<file path="src/rtl/fxu_reservation_station.sv">
// fxu_reservation_station: FXU reservation station with CDB wakeup and single-issue select.
// Define RS_OLDEST_FIRST_EN to select the oldest ready entry instead of the lowest-index one.
module fxu_reservation_station #(
  parameter int DEPTH = 4,
  parameter int DW    = 16,
  parameter int TW    = 4
) (
  input  logic          clk,
  input  logic          rst_n,
  input  logic          in_instr_valid,
  input  logic [TW-1:0] in_rob_idx,
  input  logic [3:0]    in_opcode,
  input  logic [7:0]    in_i,
  input  logic          in_a_valid,
  input  logic [DW-1:0] in_a_value,
  input  logic [TW-1:0] in_a_owner,
  input  logic          in_b_valid,
  input  logic [DW-1:0] in_b_value,
  input  logic [TW-1:0] in_b_owner,
  input  logic          cdb_valid,
  input  logic [TW-1:0] cdb_tag,
  input  logic [DW-1:0] cdb_value,
  input  logic          flush,
  input  logic          issue_ready,
  output logic          issue_valid,
  output logic [TW-1:0] issue_rob_idx,
  output logic [3:0]    issue_opcode,
  output logic [7:0]    issue_i,
  output logic [DW-1:0] issue_a,
  output logic [DW-1:0] issue_b,
  output logic          full,
  output logic [3:0]    count,
  output logic          overflow
);
  localparam int IW = (DEPTH > 1) ? $clog2(DEPTH) : 1;
  logic [DEPTH-1:0] busy_q, busy_d, a_valid_q, a_valid_d, b_valid_q, b_valid_d, rdy;
  logic [TW-1:0]    rob_idx_q [DEPTH], rob_idx_d [DEPTH];
  logic [TW-1:0]    a_owner_q [DEPTH], a_owner_d [DEPTH];
  logic [TW-1:0]    b_owner_q [DEPTH], b_owner_d [DEPTH];
  logic [3:0]       opcode_q  [DEPTH], opcode_d  [DEPTH];
  logic [7:0]       imm_q     [DEPTH], imm_d     [DEPTH];
  logic [DW-1:0]    a_value_q [DEPTH], a_value_d [DEPTH];
  logic [DW-1:0]    b_value_q [DEPTH], b_value_d [DEPTH];
  logic [3:0]       count_q, count_d;
  logic             overflow_q, overflow_d, hold_q, hold_d;
  logic [IW-1:0]    hold_idx_q, hold_idx_d, pick_idx, sel_idx, free_idx;
  logic             found, free_got, fire, accept;
`ifdef RS_OLDEST_FIRST_EN
  logic [IW-1:0]    age_q [DEPTH], age_d [DEPTH];
`endif
  always_comb begin
    rdy = busy_q & a_valid_q & b_valid_q;
    found = 1'b0;
    pick_idx = '0;
    for (int i = 0; i < DEPTH; i++) begin
`ifdef RS_OLDEST_FIRST_EN
      if (rdy[i] && (!found || age_q[i] < age_q[pick_idx])) begin
`else
      if (rdy[i] && !found) begin
`endif
        found = 1'b1;
        pick_idx = IW'(i);
      end
    end
    // A stalled offer stays locked so later wakeups cannot change it under the FXU
    sel_idx = hold_q ? hold_idx_q : pick_idx;
    free_got = 1'b0;
    free_idx = '0;
    for (int i = 0; i < DEPTH; i++) begin
      if (!busy_q[i] && !free_got) begin
        free_got = 1'b1;
        free_idx = IW'(i);
      end
    end
  end
  assign issue_valid   = found;
  assign issue_rob_idx = found ? rob_idx_q[sel_idx] : '0;
  assign issue_opcode  = found ? opcode_q[sel_idx]  : '0;
  assign issue_i       = found ? imm_q[sel_idx]     : '0;
  assign issue_a       = found ? a_value_q[sel_idx] : '0;
  assign issue_b       = found ? b_value_q[sel_idx] : '0;
  assign full          = count_q == 4'(DEPTH);
  assign count         = count_q;
  assign overflow      = overflow_q;
  assign fire          = found & issue_ready;
  assign accept        = in_instr_valid & ~full;
  always_comb begin
    busy_d = busy_q;
    a_valid_d = a_valid_q;
    b_valid_d = b_valid_q;
    rob_idx_d = rob_idx_q;
    a_owner_d = a_owner_q;
    b_owner_d = b_owner_q;
    opcode_d = opcode_q;
    imm_d = imm_q;
    a_value_d = a_value_q;
    b_value_d = b_value_q;
`ifdef RS_OLDEST_FIRST_EN
    age_d = age_q;
`endif
    for (int i = 0; i < DEPTH; i++) begin
      if (busy_q[i] && cdb_valid && !a_valid_q[i] && a_owner_q[i] == cdb_tag) begin
        a_valid_d[i] = 1'b1;
        a_value_d[i] = cdb_value;
      end
      if (busy_q[i] && cdb_valid && !b_valid_q[i] && b_owner_q[i] == cdb_tag) begin
        b_valid_d[i] = 1'b1;
        b_value_d[i] = cdb_value;
      end
`ifdef RS_OLDEST_FIRST_EN
      if (fire && busy_q[i] && age_q[i] > age_q[sel_idx]) age_d[i] = age_q[i] - 1'b1;
`endif
    end
    if (fire) busy_d[sel_idx] = 1'b0;
    if (accept) begin
      busy_d[free_idx] = 1'b1;
      rob_idx_d[free_idx] = in_rob_idx;
      opcode_d[free_idx] = in_opcode;
      imm_d[free_idx] = in_i;
      a_owner_d[free_idx] = in_a_owner;
      b_owner_d[free_idx] = in_b_owner;
      a_valid_d[free_idx] = in_a_valid | (cdb_valid && in_a_owner == cdb_tag);
      b_valid_d[free_idx] = in_b_valid | (cdb_valid && in_b_owner == cdb_tag);
      a_value_d[free_idx] = in_a_valid ? in_a_value : cdb_value;
      b_value_d[free_idx] = in_b_valid ? in_b_value : cdb_value;
`ifdef RS_OLDEST_FIRST_EN
      age_d[free_idx] = IW'(count_q - 4'(fire));
`endif
    end
    count_d = count_q + 4'(accept) - 4'(fire);
    overflow_d = overflow_q | (in_instr_valid & full);
    hold_d = found & ~issue_ready;
    hold_idx_d = sel_idx;
    if (flush) begin
      busy_d = '0;
      count_d = '0;
      hold_d = 1'b0;
    end
  end
  always_ff @(posedge clk or negedge rst_n) begin
    if (!rst_n) begin
      busy_q <= '0;
      a_valid_q <= '0;
      b_valid_q <= '0;
      rob_idx_q <= '{default: '0};
      a_owner_q <= '{default: '0};
      b_owner_q <= '{default: '0};
      opcode_q <= '{default: '0};
      imm_q <= '{default: '0};
      a_value_q <= '{default: '0};
      b_value_q <= '{default: '0};
      count_q <= '0;
      overflow_q <= 1'b0;
      hold_q <= 1'b0;
      hold_idx_q <= '0;
`ifdef RS_OLDEST_FIRST_EN
      age_q <= '{default: '0};
`endif
    end else begin
      busy_q <= busy_d;
      a_valid_q <= a_valid_d;
      b_valid_q <= b_valid_d;
      rob_idx_q <= rob_idx_d;
      a_owner_q <= a_owner_d;
      b_owner_q <= b_owner_d;
      opcode_q <= opcode_d;
      imm_q <= imm_d;
      a_value_q <= a_value_d;
      b_value_q <= b_value_d;
      count_q <= count_d;
      overflow_q <= overflow_d;
      hold_q <= hold_d;
      hold_idx_q <= hold_idx_d;
`ifdef RS_OLDEST_FIRST_EN
      age_q <= age_d;
`endif
    end
  end
endmodule

</file>
<file path="config.mk">
export PLATFORM = sky130hd
export DESIGN_NAME = fxu_reservation_station
export DESIGN_NICKNAME = d
export VERILOG_FILES = /design/src/rtl/fxu_reservation_station.sv
export SDC_FILE = /design/constraint.sdc
export NUM_CORES = 1
export LEC_CHECK = 0
export BUFFER_PORTS_ARGS = -buffer_cell sky130_fd_sc_hd__buf_2
export CAP_MARGIN = 20
export CORE_ASPECT_RATIO = 1.25
export CORE_MARGIN = 5
export CORE_UTILIZATION = 53
export CTS_BUF_LIST = sky130_fd_sc_hd__clkbuf_8 sky130_fd_sc_hd__clkbuf_16
export CTS_CLUSTER_DIAMETER = 50
export CTS_CLUSTER_SIZE = 10
export DETAILED_ROUTE_END_ITERATION = 8
export GPL_TIMING_DRIVEN = 0
export PLACE_DENSITY = 0.88
export SLEW_MARGIN = 25
export SYNTH_ARGS = -nofsm -noshare
export SYNTH_HDL_FRONTEND = slang
export SYNTH_SLANG_ARGS = --single-unit
</file>
<file path="constraint.sdc">
create_clock -name clk -period 2.6 [get_ports clk]
set_input_delay 0.26 -clock clk [delete_from_list [all_inputs] [get_ports clk]]
set_output_delay 0.26 -clock clk [all_outputs]
set_load 0.01 [all_outputs]
</file>
==> After elaboration in Yosys (flattened, before gate mapping) <==
Index checks and enable logic that the tools add are counted.
{ "word_totals": {"word_cells": 198, "out_inout_bits": 55, "register_bits": 244} }
{ "classes": {"n_eq_ne": 11, "n_mux": 80, "n_bitwise": 16, "n_reduce_logical": 47, "order_cmp": 7, "addsub": 2} }
{ "ops": {"columns": ["op", "count"], "rows": [
  ["$mux 16", 17],
  ["$bwmux 64", 2],
  ["$mux 64", 2],
  ["$bmux 16 s2", 2],
  ["$bwmux 16", 4],
  ["$mux 4", 13],
  ["$eq 4x4->1", 10],
  ["$bwmux 32", 1],
  ["$demux 16 s2", 1],
  ["$mux 8", 4],
  ["$logic_and 1x1->1", 31],
  ["$mux 1", 20],
  ["$bmux 4 s2", 2],
  ["$bmux 8 s2", 1],
  ["$demux 8 s2", 1],
  ["$logic_not 1->1", 16],
  ["$and 4x4->4", 3],
  ["$mux 2", 5],
  ["$bwmux 4", 2],
  ["$demux 4 s2", 1],
  ["$ge 3x3->1 const B", 2],
  ["$lt 2x3->1 const B", 2],
  ["$not 2->3", 2],
  ["$add 4x1->4", 1],
  ["10 further kinds", 18]
]} }

==> Longest topological paths before layout <==
{ "depth": {"ltp_word": 23, "ltp_mapped": 12} }

==> Worst setup path before layout <==
No wires, ideal clock.
{ "synth_timing": {"path_kind": "reg-to-reg", "startpoint": "register busy_q[0]", "endpoint": "register count_q[2] (netlist: count[2])", "slack_ns": -0.006, "stages_incl_launch_ff": 11, "period_less_slack_ns": 2.606, "required_ns": 2.470, "setup_time_ns": 0.130, "arrival_ns": 2.476, "path_cell_list": "dfrtp_1 > and3_1 > or2_2 > or2_1 > and2_1 > ha_1 > inv_1 > ha_1 > fa_1 > xnor2_1 > nor2_1"} }
{ "synth_via": {"elab_chain_len": 15} }
{ "synth_lines": {"columns": ["item", "line", "rtl"], "rows": [
  ["start, declared", "36", "logic [DEPTH-1:0] busy_q, busy_d, a_valid_q, a_valid_d, b_valid_q, b_valid_d, rdy;"],
  ["start signal, assigned", "160", "busy_q <= busy_d;"],
  ["$and 4x4->4 (*) (2 in series)", "52", "rdy = busy_q & a_valid_q & b_valid_q;"],
  ["$mux 1 (*)", "59", "if (rdy[i] && !found) begin"],
  ["$logic_not 1->1", "59", null],
  ["$logic_and 1x1->1", "59", null],
  ["$mux 1 (*)", "59", null],
  ["$logic_not 1->1", "59", null],
  ["$logic_and 1x1->1", "59", null],
  ["$mux 1 (*)", "59", null],
  ["$logic_not 1->1", "59", null],
  ["$logic_and 1x1->1", "59", null],
  ["$mux 1 (*)", "59", null],
  ["net issue_valid", "25", "output logic issue_valid,"],
  ["$and 1x1->1 (*)", "85", "assign fire = found & issue_ready;"],
  ["$sub 4x1->4 (*)", "130", "count_d = count_q + 4'(accept) - 4'(fire);"],
  ["$mux 4 (*)", "134", "if (flush) begin"],
  ["net count_d[2]", "44", "logic [3:0] count_q, count_d;"],
  ["end signal, assigned", "170", "count_q <= count_d;"],
  ["end, declared", "44", null]
]} }
Mark *: on every way through the listed nets, which the timed path passes. The rest lies on a longest branch.
A chain may end at the register's enable or synchronous reset.

==> Worst setup path in the final report <==
{ "layout_timing": {"startpoint": "register a_valid_q[0]", "endpoint": "output port issue_b[2]"} }
{ "layout_via": {"elab_chain_len": 18, "word_cells_on_any_way": 21} }
{ "layout_lines": {"columns": ["item", "line", "rtl"], "rows": [
  ["start, declared", "36", null],
  ["start signal, assigned", "161", "a_valid_q <= a_valid_d;"],
  ["$and 4x4->4 (*) (2 in series)", "52", null],
  ["$mux 1 (*)", "59", null],
  ["$logic_not 1->1", "59", null],
  ["$logic_and 1x1->1", "59", null],
  ["$mux 1", "59", null],
  ["$logic_not 1->1", "59", null],
  ["$logic_and 1x1->1", "59", null],
  ["$mux 1", "59", null],
  ["$logic_not 1->1", "59", null],
  ["$logic_and 1x1->1", "59", null],
  ["$mux 2", "59", null],
  ["$mux 2", "66", "sel_idx = hold_q ? hold_idx_q : pick_idx;"],
  ["$not 2->3 (implied by the code)", "81", "assign issue_b = found ? b_value_q[sel_idx] : '0;"],
  ["$bmux 16 s2", "81", null],
  ["$mux 16 (implied by the code) (2 in series)", "81", null],
  ["$mux 16 (*)", "81", null],
  ["end, declared", "30", "output logic [DW-1:0] issue_b,"]
]} }
Every way passes the cells marked *; elsewhere a longest branch is shown, timed or not. The select of a mux whose other input is x is not followed.

==> parameters.txt <==
Parameter                              Value

Place
  DP Area ... approximately 13000 um^2
  Placer's final routability congestion estimate ... between 0.9 and 1
  Final HPWL from detailed placement ... 24700 um
  I/O Buffers ... 130

Die
  Standard cell core area ... between 20000 and 25000 um^2
  Number of placement rows ... 61
  Top-Level Pins ... 139
  Die height ... around 180 um
  Die ar. ... about 26000 um^2
  Floorplan die width ... about 140 um
  Effective utilization at floorplan ... between 50% and 60%

Critical path
  Critical path endpoint category ... output port
  Worst Path Class, Setup ... register to output port
  Delay of the slowest cell on the worst path ... 0.43 ns
  Cells along the critical path ... and3_4 -> or2_4 -> or2_4 -> o311ai_4 -> buf_6 -> buf_8 -> o22ai_4 -> buf_6
  Critical path peak fanout ... 6
  Buffers plus inverters on the worst setup path ... 3
  Data arrival at the endpoint of the critical path ... roughly 2.5 ns
  CP Launch Type ... register
  Slowest library cell on the worst path ... dfrtp_2
  Slack of the worst reg-to-reg path ... -0.03 ns
  Family with the most delay on the worst path ... simple AND/OR/NAND/NOR gates
  Data required time at the worst endpoint ... 2.34 ns

Detailed routing
  Average via count per standard cell ... around 6.6
  Antenna Nets Post-Route ... 0
  First-pass iteration count of the detailed router ... 6
  First-iteration detailed-routing DRC count ... 1262
  Vias after detailed routing ... approximately 11000
  Wire length reported by the detailed router ... around 40000 um
  Number of design rule violations left after detail routing ... 0
  DR WL/cell ... between 20 and 25 um

Finish
  Filler cell count in the final layout ... about 1600
  Final design area excluding fillers ... roughly 15000 um^2
  Layout cell share with drive strength beyond 1 ... a little under a third
  Layout-stage area growth over the synthesis result ... 24.9%
  Utilization after layout ... between 60 and 70%
  Nets ... ~1500

Timing
  Number of max-slew violations in the final report ... 0
  Unrepaired setup endpoints after global routing ... yes
  Final setup vio count ... 55
  Final number of hold-violating endpoints ... 0
  Worst-case headroom to the max-slew limit ... a little over 40%
  Worst setup skew after layout ... 0.0208 ns
  Actual transition at the worst max-transition pin ... 0.890 ns
  Final worst-path cycle share ... 107%
  Fmax ... 358 MHz
  Final worst slack ... -0.195 ns
  Hold slack ... around 0.03 ns
  Sum of negative setup slack ... -6.41 ns
  Time the final worst path needs with I/O delays and setup ... about 2.8 ns

CTS
  Depth of the CTS H-tree ... 1
  TritonCTS clock tree ... yes
  Latest clock arrival within the worst-skew pair ... 0.56 ns
  Clock net sink count ... roughly 240
  Maximum clock path buffer count ... 3
  Register clock-pin slew on the reported worst setup and hold paths ... around 0.060 ns
  CTS buffer count ... 28
  Cell at the root of the clock tree ... clkbuf_16

Synthesis
  Synthesized Nets ... roughly 1300
  Gate count after technology mapping ... roughly 1200
  Fraction of synthesized cell area taken by the top area cell type ... approximately 51%
  Number of synthesized register bits ... around 240
  Number of library cell types mapped by synthesis ... 53
  Post-Synthesis Mean Instance Area ... 10.1 um^2
  Area leader, netlist ... dfrtp_1
  Cell types with the largest area share after synthesis ... dfrtp_1 51%, nand2_1 12%, o221a_2 9.0%
  Warning count from the yosys run ... 0
  Sequential area share after synthesis ... between 50% and 60%
  Post-synthesis instance area ... around 12000 um^2

Outcome
  Result of the run ... complete, but fails checks
  Violated checks ... setup timing

Global route
  Number of global-route vias before repair ... approximately 11000
  Largest net degree at the start of global routing ... slightly above 90
  Overflow left after global routing ... 0
  Total routing usage reported by global routing ... between 30% and 40%
  Number of antenna violations at the first check in global routing ... 0
  Global-route wire length before repair ... between 60000 and 70000 um

Power and ir drop
  Leakage ... between 6 and 7 nW
  Power per unit of standard cell area ... approximately 910 nW/um^2
  Maximum ir drop on the vdd rail ... roughly 660 uV
  Total Power ... approximately 14 mW

Min path
  Type of the most critical hold path ... input port to register

Job
  Number of violations of the max-capacitance limit ... 0
[cell usage in the layout (no fill, tap or decap), drive strengths merged, types with 9 or more instances in the layout]
cell type / instances
dlygate4sd3: 26
xnor2: 27
mux2i: 98
o221a: 96
inv: 25
a21oi: 37
clkbuf: 49
xor2: 15
nand2: 401
o21ai: 9
dfrtp: 244
o22ai: 85
buf: 213
nand3: 11
[routing by layer]
layer / vias up / share of wire [%] / wire (um) / global-route usage (%)
li1: 4618 / - / - / -
met2: 835 / 50 / 20000 / 50.1
met3: 205 / 10 / 4130 / 5.55
met1: 5404 / 35 / 14000 / 37.5
met5: - / 0 / 0 / 0
met4: 0 / 5.6 / 2250 / 16.8
[cells by family (layout without fill, tap and decap cells)]
kind of cell / after synthesis / after routing / share of synthesized area, %
AO/OA/AOI/OAI: 252 / 252 / 18.0
XOR/XNOR: 42 / 42 / 3.06
flip-flops: 244 / 244 / 50.8
buffers and inverters: 101 / 315 / 4.24
AND/OR/NAND/NOR: 444 / 444 / 14.8
multiplexers: 98 / 98 / 8.38
other: 0 / 1 / 0
adder cells (fa/ha/maj): 6 / 6 / 0.688
[sequential cells by signal, summed over array words and instances (netlist names)]
register and cells:
a_owner_q 16, a_valid_q 4, a_value_q 64, b_owner_q 16, b_valid_q 4, b_value_q 64
busy_q 4, count 4, hold_idx_q 2, hold_q 1, imm_q 32, opcode_q 16
overflow 1, rob_idx_q 16
[per-stage QoR]
step / setup WS (ns) / instances
2_1_floorplan: 0.0327 / 1187
3_3_place_gp: -2.96 / 1600
3_5_place_dp: -0.141 / 1603
4_1_cts: -0.0844 / 1684
5_1_grt: -0.237 / 1684
6_report: -0.195 / 1685
[final timing paths]
path,startpoint,end,depth (start not counted)
min in group asynchronous,rst_n,b_value_q[41],2
worst min-delay path,in_b_value[3],b_value_q[35],2
worst max-delay path,a_valid_q[0],issue_b[2],8
worst max register to register,count[2],a_value_q[28],9
max in group asynchronous,rst_n,rob_idx_q[9],4
worst min register to register,overflow,overflow,1
[worst register-to-register path: cells and delay by family (launching register included)]
kind / cells / cell delay, ns
buffers and inverters: 3 / 0.85
adder cells (fa/ha/maj): 1 / 0.19
AO/OA/AOI/OAI: 1 / 0.29
flip-flops: 1 / 0.39
AND/OR/NAND/NOR: 4 / 0.80
[cell usage after synthesis (all sizes together)]
cell,number
nand2,401
dfrtp,244
mux2i,98
o221a,96
o22ai,85
buf,56
a21oi,37
xnor2,27
inv,24
clkbuf,21
xor2,15
nand3,11
o21ai,9
o22a,8
ha,5
nor2b,5
or3,5
a21o,3
and3,3
nor2,3
nor3,3
or2,3
a31o,2
and2,2
nand4,2
o211ai,2
o41ai,2
or4,2
a21boi,1
a41oi,1
and3b,1
fa,1
nand4b,1
nor3b,1
o211a,1
o221ai,1
o311ai,1
o31a,1
o31ai,1
o32ai,1
or3b,1
[final cells by class]
type	count	area [um^2]	share of cell area (%)
sequential	244	6110	40.7
multi-input combinational	842	5870	39.1
timing repair buffer	185	1310	8.71
clock buffer	28	701	4.67
buffer	75	541	3.60
tap	283	354	2.36
inverter	24	90.1	0.600
clock inverter	3	27.5	0.183
antenna	1	2.50	0.0167
[report_power, final]
part           internal, mW  switching [mW]  leakage [nW]
Clock                  1.89            1.52         0.357
Sequential             5.05           0.861          3.03
Combinational          2.16            2.15          3.35
[timing repair]
| action | CTS | global route |
|---|---|---|
| cloned | 3 | 1 |
| hold buffers | 26 | 0 |
| pin swaps | 22 | 20 |
| endpoints found under the hold margin | 270 | 0 |
| resized for setup | 99 | 48 |
| buffers inserted | 21 | 3 |
| endpoints found under the setup margin | 51 | 99 |
No activity file was read; power rests on OpenSTA's default activity.
